--- src/rtl/vpu_issue_sched_pkg.sv ---
// Shared types for the VPU issue scheduler: FSM states, default credit depth,
// the host-to-decoder instruction format and its source-operand accessor.
package vpu_issue_sched_pkg;

  typedef enum logic [1:0] {
    IDLE  = 2'd0,
    ISSUE = 2'd1,
    DRAIN = 2'd2
  } sched_state_t;

  localparam int unsigned VPU_MAX_OUTSTANDING = 4;
  localparam int unsigned SRAM_R_PORT_CNT     = 3;

  typedef logic [7:0] vpu_reg_t;

  typedef struct packed {
    logic [7:0] opcode;
    vpu_reg_t   dst0;
    vpu_reg_t   src0;
    vpu_reg_t   src1;
    vpu_reg_t   src2;
  } vpu_h2d_req_instr_t;

  function automatic vpu_reg_t get_src_operand(input vpu_h2d_req_instr_t instr,
                                               input int unsigned k);
    case (k)
      0:       return instr.src0;
      1:       return instr.src1;
      default: return instr.src2;
    endcase
  endfunction

endpackage

--- src/rtl/vpu_issue_sched_arb.sv ---
// Combinational round-robin arbiter: grants the first eligible index after
// the supplied pointer, searching cyclically.
module vpu_rr_arbiter #(
  parameter int unsigned NUM_REQ = 4
) (
  input  logic [NUM_REQ-1:0]         i_eligible,
  input  logic [$clog2(NUM_REQ)-1:0] i_ptr,
  output logic [NUM_REQ-1:0]         o_grant,
  output logic [$clog2(NUM_REQ)-1:0] o_idx,
  output logic                       o_any
);

  localparam int unsigned IDX_W = $clog2(NUM_REQ);

  logic [IDX_W-1:0] w_cand;

  always_comb begin
    o_grant = '0;
    o_idx   = '0;
    o_any   = 1'b0;
    w_cand  = '0;
    for (int unsigned off = 1; off <= NUM_REQ; off++) begin
      w_cand = IDX_W'((32'(i_ptr) + off) % NUM_REQ);
      if (!o_any && i_eligible[w_cand]) begin
        o_any           = 1'b1;
        o_grant[w_cand] = 1'b1;
        o_idx           = w_cand;
      end
    end
  end

endmodule

--- src/rtl/vpu_issue_sched.sv ---
// Round-robin issue scheduler feeding the shared VPU decoder with credit-limited
// in-flight tracking and flush/drain. Optional RAW hazard table: VPU_SCHED_RAW_CHK_EN.
module vpu_issue_sched
  import vpu_issue_sched_pkg::*;
#(
  parameter int unsigned NUM_REQ         = 4,
  parameter int unsigned MAX_OUTSTANDING = VPU_MAX_OUTSTANDING,
  parameter int unsigned INSTR_W         = $bits(vpu_h2d_req_instr_t)
) (
  input  logic                               clk,
  input  logic                               rst_n,
  input  logic [NUM_REQ-1:0]                 req_valid_i,
  input  logic [NUM_REQ*INSTR_W-1:0]         req_instr_i,
  output logic [NUM_REQ-1:0]                 req_ready_o,
  output logic                               dec_valid_o,
  output logic [INSTR_W-1:0]                 dec_instr_o,
  output logic [$clog2(NUM_REQ)-1:0]         dec_src_id_o,
  input  logic                               dec_ready_i,
  input  logic                               wb_done_i,
  input  logic                               flush_i,
  output logic                               busy_o,
  output logic [$clog2(MAX_OUTSTANDING+1)-1:0] outstanding_o,
  output logic                               err_o
);

  localparam int unsigned IDX_W = $clog2(NUM_REQ);
  localparam int unsigned CNT_W = $clog2(MAX_OUTSTANDING+1);

  sched_state_t       r_state, w_state_nxt;
  logic [IDX_W-1:0]   r_ptr;
  logic [CNT_W-1:0]   r_cnt;
  logic               r_err;
  logic [INSTR_W-1:0] r_instr;
  logic [IDX_W-1:0]   r_src;

  vpu_h2d_req_instr_t w_req_instr [NUM_REQ];
  logic [NUM_REQ-1:0] w_hazard;
  logic [NUM_REQ-1:0] w_eligible;
  logic [NUM_REQ-1:0] w_grant;
  logic [IDX_W-1:0]   w_gidx;
  logic               w_gany;
  logic               w_hs;
  logic               w_credit_ok;
  logic               w_capture;
  logic               w_wb_ok;
  logic               w_wb_err;

  always_comb begin
    for (int unsigned i = 0; i < NUM_REQ; i++) begin
      w_req_instr[i] = req_instr_i[i*INSTR_W +: INSTR_W];
    end
  end

  assign w_hs     = (r_state == ISSUE) && dec_ready_i;
  assign w_wb_ok  = wb_done_i && (r_cnt != '0);
  assign w_wb_err = wb_done_i && (r_cnt == '0);

  // The held instruction occupies a credit whether it handshakes this cycle
  // or not, so a back-to-back capture can never push the count past the limit.
  assign w_credit_ok = (32'(r_cnt) + 32'(r_state == ISSUE)) < MAX_OUTSTANDING;

  always_comb begin
    for (int unsigned i = 0; i < NUM_REQ; i++) begin
      w_eligible[i] = req_valid_i[i] && !flush_i && w_credit_ok && !w_hazard[i];
    end
  end

  vpu_rr_arbiter #(
    .NUM_REQ (NUM_REQ)
  ) u_arb (
    .i_eligible (w_eligible),
    .i_ptr      (r_ptr),
    .o_grant    (w_grant),
    .o_idx      (w_gidx),
    .o_any      (w_gany)
  );

  always_comb begin
    w_state_nxt = r_state;
    w_capture   = 1'b0;
    case (r_state)
      IDLE: begin
        if (flush_i) begin
          w_state_nxt = DRAIN;
        end else if (w_gany) begin
          w_capture   = 1'b1;
          w_state_nxt = ISSUE;
        end
      end
      ISSUE: begin
        if (w_hs) begin
          if (w_gany) begin
            w_capture   = 1'b1;
            w_state_nxt = ISSUE;
          end else if (flush_i) begin
            w_state_nxt = DRAIN;
          end else begin
            w_state_nxt = IDLE;
          end
        end
      end
      DRAIN: begin
        if ((r_cnt == '0) && !flush_i) begin
          w_state_nxt = IDLE;
        end
      end
      default: w_state_nxt = IDLE;
    endcase
  end

  assign req_ready_o = w_capture ? w_grant : '0;

  always_ff @(posedge clk or negedge rst_n) begin
    if (!rst_n) begin
      r_state <= IDLE;
      r_ptr   <= IDX_W'(NUM_REQ - 1);
      r_instr <= '0;
      r_src   <= '0;
    end else begin
      r_state <= w_state_nxt;
      if (w_capture) begin
        r_instr <= w_req_instr[w_gidx];
        r_src   <= w_gidx;
        r_ptr   <= w_gidx;
      end
    end
  end

  always_ff @(posedge clk or negedge rst_n) begin
    if (!rst_n) begin
      r_cnt <= '0;
      r_err <= 1'b0;
    end else begin
      case ({w_hs, w_wb_ok})
        2'b10:   r_cnt <= r_cnt + CNT_W'(1);
        2'b01:   r_cnt <= r_cnt - CNT_W'(1);
        default: r_cnt <= r_cnt;
      endcase
      if (w_wb_err) begin
        r_err <= 1'b1;
      end
    end
  end

`ifdef VPU_SCHED_RAW_CHK_EN
  localparam int unsigned PTR_W = (MAX_OUTSTANDING > 1) ? $clog2(MAX_OUTSTANDING) : 1;

  vpu_reg_t                   r_raw_dst [MAX_OUTSTANDING];
  logic [MAX_OUTSTANDING-1:0] r_raw_vld;
  logic [PTR_W-1:0]           r_raw_wr;
  logic [PTR_W-1:0]           r_raw_rd;
  vpu_h2d_req_instr_t         w_held;
  vpu_reg_t                   w_src;

  assign w_held = r_instr;

  // All source slots are checked regardless of opcode; false blocks are cheap.
  always_comb begin
    w_hazard = '0;
    w_src    = '0;
    for (int unsigned i = 0; i < NUM_REQ; i++) begin
      for (int unsigned k = 0; k < SRAM_R_PORT_CNT; k++) begin
        w_src = get_src_operand(w_req_instr[i], k);
        if ((r_state == ISSUE) && (w_src == w_held.dst0)) begin
          w_hazard[i] = 1'b1;
        end
        for (int unsigned e = 0; e < MAX_OUTSTANDING; e++) begin
          if (r_raw_vld[e] && (w_src == r_raw_dst[e])) begin
            w_hazard[i] = 1'b1;
          end
        end
      end
    end
  end

  always_ff @(posedge clk or negedge rst_n) begin
    if (!rst_n) begin
      for (int unsigned e = 0; e < MAX_OUTSTANDING; e++) begin
        r_raw_dst[e] <= '0;
      end
      r_raw_vld <= '0;
      r_raw_wr  <= '0;
      r_raw_rd  <= '0;
    end else begin
      if (w_hs) begin
        r_raw_dst[r_raw_wr] <= w_held.dst0;
        r_raw_vld[r_raw_wr] <= 1'b1;
        r_raw_wr <= (r_raw_wr == PTR_W'(MAX_OUTSTANDING - 1)) ? '0 : r_raw_wr + PTR_W'(1);
      end
      if (w_wb_ok) begin
        r_raw_vld[r_raw_rd] <= 1'b0;
        r_raw_rd <= (r_raw_rd == PTR_W'(MAX_OUTSTANDING - 1)) ? '0 : r_raw_rd + PTR_W'(1);
      end
    end
  end
`else
  assign w_hazard = '0;
`endif

  assign dec_valid_o   = (r_state == ISSUE);
  assign dec_instr_o   = r_instr;
  assign dec_src_id_o  = r_src;
  assign outstanding_o = r_cnt;
  assign err_o         = r_err;
  assign busy_o        = (r_state != IDLE) || (r_cnt != '0);

endmodule

--- config.mk ---
export PLATFORM = sky130hd
export DESIGN_NAME = vpu_issue_sched
export DESIGN_NICKNAME = d
export VERILOG_FILES = /design/src/rtl/vpu_issue_sched_pkg.sv /design/src/rtl/vpu_issue_sched_arb.sv /design/src/rtl/vpu_issue_sched.sv
export SDC_FILE = /design/constraint.sdc
export NUM_CORES = 1
export LEC_CHECK = 0
export CAP_MARGIN = 20
export CORE_MARGIN = 1.5
export CORE_UTILIZATION = 39
export CTS_CLUSTER_SIZE = 30
export DETAILED_ROUTE_END_ITERATION = 16
export PLACE_DENSITY = 0.91
export SLEW_MARGIN = 20
export SYNTH_ARGS = -nofsm -noshare
export SYNTH_HDL_FRONTEND = slang
export SYNTH_SLANG_ARGS = --single-unit
--- constraint.sdc ---
create_clock -name clk -period 3.3 [get_ports clk]
set_input_delay 0.66 -clock clk [delete_from_list [all_inputs] [get_ports clk]]
set_output_delay 0.66 -clock clk [all_outputs]
set_load 0.005 [all_outputs]
==> flow_summary_export.csv <==
group,metric,value,unit
run_status,status,"finished, final reports clean",
timing,rsz0062_at_grt,"no",
timing,tightest_slew,622,ps
drt,wl_met1,4480,µm
critical_path,timing.rr.start,"r_ptr[1]",
die,die_x,102,µm
place,post-place-ws,-415,ps
synthesis,syn_inst,380,
power_and_ir_drop,pwr-share-comb,0.622,
critical_path,cp_slowest_cell,"a2111o_1",
power_and_ir_drop,switching_share,0.369,
power_and_ir_drop,intPower,2.43,mW
drt,drt-total-wl,12400,µm
drt,via_per_inst,5.30,
finish,stdcell_area,0.00646,mm²
clock_tree,path_clk_slew,90,ps
die,start_util,0.398,
power_and_ir_drop,power.density,595,mW/mm²
clock_tree,cts.htree.levels,2,
drt,drt.antenna.violating_nets,0,
die,die_y,102,µm
power_and_ir_drop,total_power,3.85,mW
timing,timing.final.crit_share,0.958,
flow_run,drv_cap,0,
clock_tree,cts.sinks,50,
synthesis,synth_seq_cells,50,
drt,top_layer,"met4",
finish,syn_to_final_growth,67.7,%
drt,met3WireLength,1160,µm
clock_tree,numCtsBuffers,5,
timing,fmaxAchievable,316,MHz
synthesis,ys_warn_count,0,
power_and_ir_drop,clkPwrFrac,0.104,
critical_path,crit_required,2640,ps
critical_path,worstPathMaxFanout,8,
timing,drv_slew,0,
min_path,min_path_type,"primary input to asynchronous set/reset pin",
timing,timing.final.ws_setup,138,ps
place,port-buffer-count,220,
synthesis,synthArstFlopShare,1.00,
synthesis,yosys.area.top_type,"dfrtp_1",
grt,grt_pass1_wl,18400,µm
clock_tree,clk_latency,310,ps
place,dpl.cell_count,731,
timing,finalHoldViolations,0,
finish,nNetsFinal,790,
critical_path,critical_path.startpoint_type,"primary input",
place,dpl.hpwl,9630,µm
timing,min_period,3160,ps
critical_path,crit_chain,"dlygate4sd2_1 -> or3b_1 -> a2111o_1 -> nand3_2 -> buf_4 -> a22o_1 -> a222oi_1 -> nor2_1 -> clkbuf_2",
grt,gr-usage-all-layers,0.224,
grt,gr-total-overflow,0,
synthesis,synthTopCellsByArea,"dfrtp_1, mux2i_1, a22o_1, a21oi_2, nand2_1",
finish,diodes,0,
grt,grt_max_degree,58,
timing,clock_skew,16.6,ps
drt,drc,0,
synthesis,syn_area_per_cell,10.1,µm²
die,coreArea,0.00968,mm²
critical_path,cpPeakStageDelay,430,ps
finish,drive_gt1_frac,0.173,
drt,drt_pre_antenna_iters,6,
drt,met2_length,6610,µm
power_and_ir_drop,p_leak,2.61,nW
synthesis,synth_edf_count,0,
synthesis,synth_top_area_frac,0.312,
power_and_ir_drop,ir_drop,307,µV
power_and_ir_drop,p_sw,1.42,mW
die,num_rows,36,
place,placed_area,0.00627,mm²
clock_tree,clock-root-buffer,"clkbuf_8",
clock_tree,cts_tree,"built",
finish,postLayoutCoreUtil,0.667,
critical_path,path_class,"primary input to primary output",
timing,relSlewSlack,0.585,
critical_path,crit_family,"simple AND/OR/NAND/NOR gates",
timing,setup_viol,0,
critical_path,critPathBufInv,3,
critical_path,critical_path.startpoint,"req_valid_i[3]",
synthesis,yosysSeqAreaShare,0.325,
clock_tree,cts_buffer_depth,2,
grt,grt_pass1_vias,3872,
drt,via_count,3949,
place,gp_congestion,0.941,
synthesis,yosys_most_used_dff,"dfrtp_1",
power_and_ir_drop,p_seq_frac,0.274,
drt,wl_per_cell,16.7,µm
synthesis,yosysUniqueCellTypes,50,
grt,antenna_found_initial,0,
die,io_pins,221,
synthesis,syn_nets,559,
drt,drt-initial-drc-count,100,
critical_path,critPathCaptureType,"primary output",
die,die_area,0.0105,mm²
finish,fin_cells,745,
synthesis,syn_area,0.00385,mm²
critical_path,worstPathArrival,2500,ps
[stage by stage]
step | setup TNS (ps) | hold slack (ps)
floorplan | 0 | 364
global placement | -1150 | 470
detailed placement | -1760 | 476
CTS | 0 | 368
global route | 0 | 396
finish | 0 | 357
[final timing paths]
path,end,slack (ps),depth (start not counted)
worst max-delay path,req_ready_o[1],140,9
worst min-delay path,dec_instr_o[7],360,1
worst max register to register,dec_instr_o[27],530,11
worst min register to register,err_o,500,1
max in group asynchronous,r_ptr[0],2120,2
min in group clk,err_o,500,1
[worst reg2reg max path, delay by kind of cell, from the launching register on]
kind,cells,cell delay (ps)
buffers and inverters,4,600
flip-flops,1,560
AO/OA/AOI/OAI,3,550
AND/OR/NAND/NOR,2,350
multiplexers,1,320
adder cells (fa/ha/maj),1,300
[area by class of cell]
type	count	area [µm²]
Tap cell	133	166
Multi-Input combinational cell	288	2390
Timing Repair Buffer	255	2500
Fill cell	760	3230
Clock buffer	7	96.3
Clock inverter	1	8.76
Inverter	11	45.0
Sequential cell	50	1250
[sequential cells by signal, indices dropped and copies added, names as in the netlist]
signal	count
dec_instr_o	40
dec_src_id_o	2
err_o	1
outstanding_o	3
r_ptr	2
r_state	2
[cell usage after synthesis (3+ instances only)]
cell type  instances
nor3_1             4
ha_1               9
o21ai_0            3
inv_1             11
nor2_1            14
clkbuf_1           8
a22o_1            44
buf_12             4
nand2_1           46
a21oi_2           37
a222oi_1           4
dfrtp_1           48
mux2i_1           81
a21oi_1            5
buf_2             15
[cells in the final DEF, fill, tap and decap left out, types with 4 or more instances in the layout]
cell type        Yosys  routed
a22o_1              44      44
dfrtp_1             48      48
inv_1               11       9
clkdlybuf4s50_1      0     211
mux2i_1             81      81
a21oi_2             37      38
nor2_1              14      12
ha_1                 9       8
buf_12               4       4
buf_4                1      29
nand2_1             46      45
a222oi_1             4       4
dlygate4sd2_1        0       4
a21oi_1              5       4
clkbuf_8             0       7
[cells by family after synthesis]
family,count (synthesis),share of synthesized area
AO/OA/AOI/OAI,104,0.230
AND/OR/NAND/NOR,86,0.107
adder cells (fa/ha/maj),10,0.0344
flip-flops,50,0.325
XOR/XNOR,3,0.00682
buffers and inverters,42,0.0685
multiplexers,85,0.228
[layer usage]
metal,vias to the layer above,GRT usage
met5,-,0
met4,0,0.0643
met3,21,0.0602
met2,202,0.427
met1,1873,0.240
li1,1853,-
[power by group through the flow]
stage          clock network, mW  registers, mW  logic, mW
6_report                   0.400           1.06       2.39
5_1_grt                    0.436           1.09       2.57
4_1_cts                    0.414           1.06       2.38
3_5_place_dp                   0           1.06       2.29
3_3_place_gp                   0           1.05       2.21
2_1_floorplan                  0           1.07       1.25
[repair_timing]
item,4_1_cts,5_1_grt
hold buffers,0,0
pin swaps,2,6
setup buffers,6,0
endpoints found under the setup margin,4,4
gates resized for setup,17,11
No activity file was read; power rests on OpenSTA's default activity.
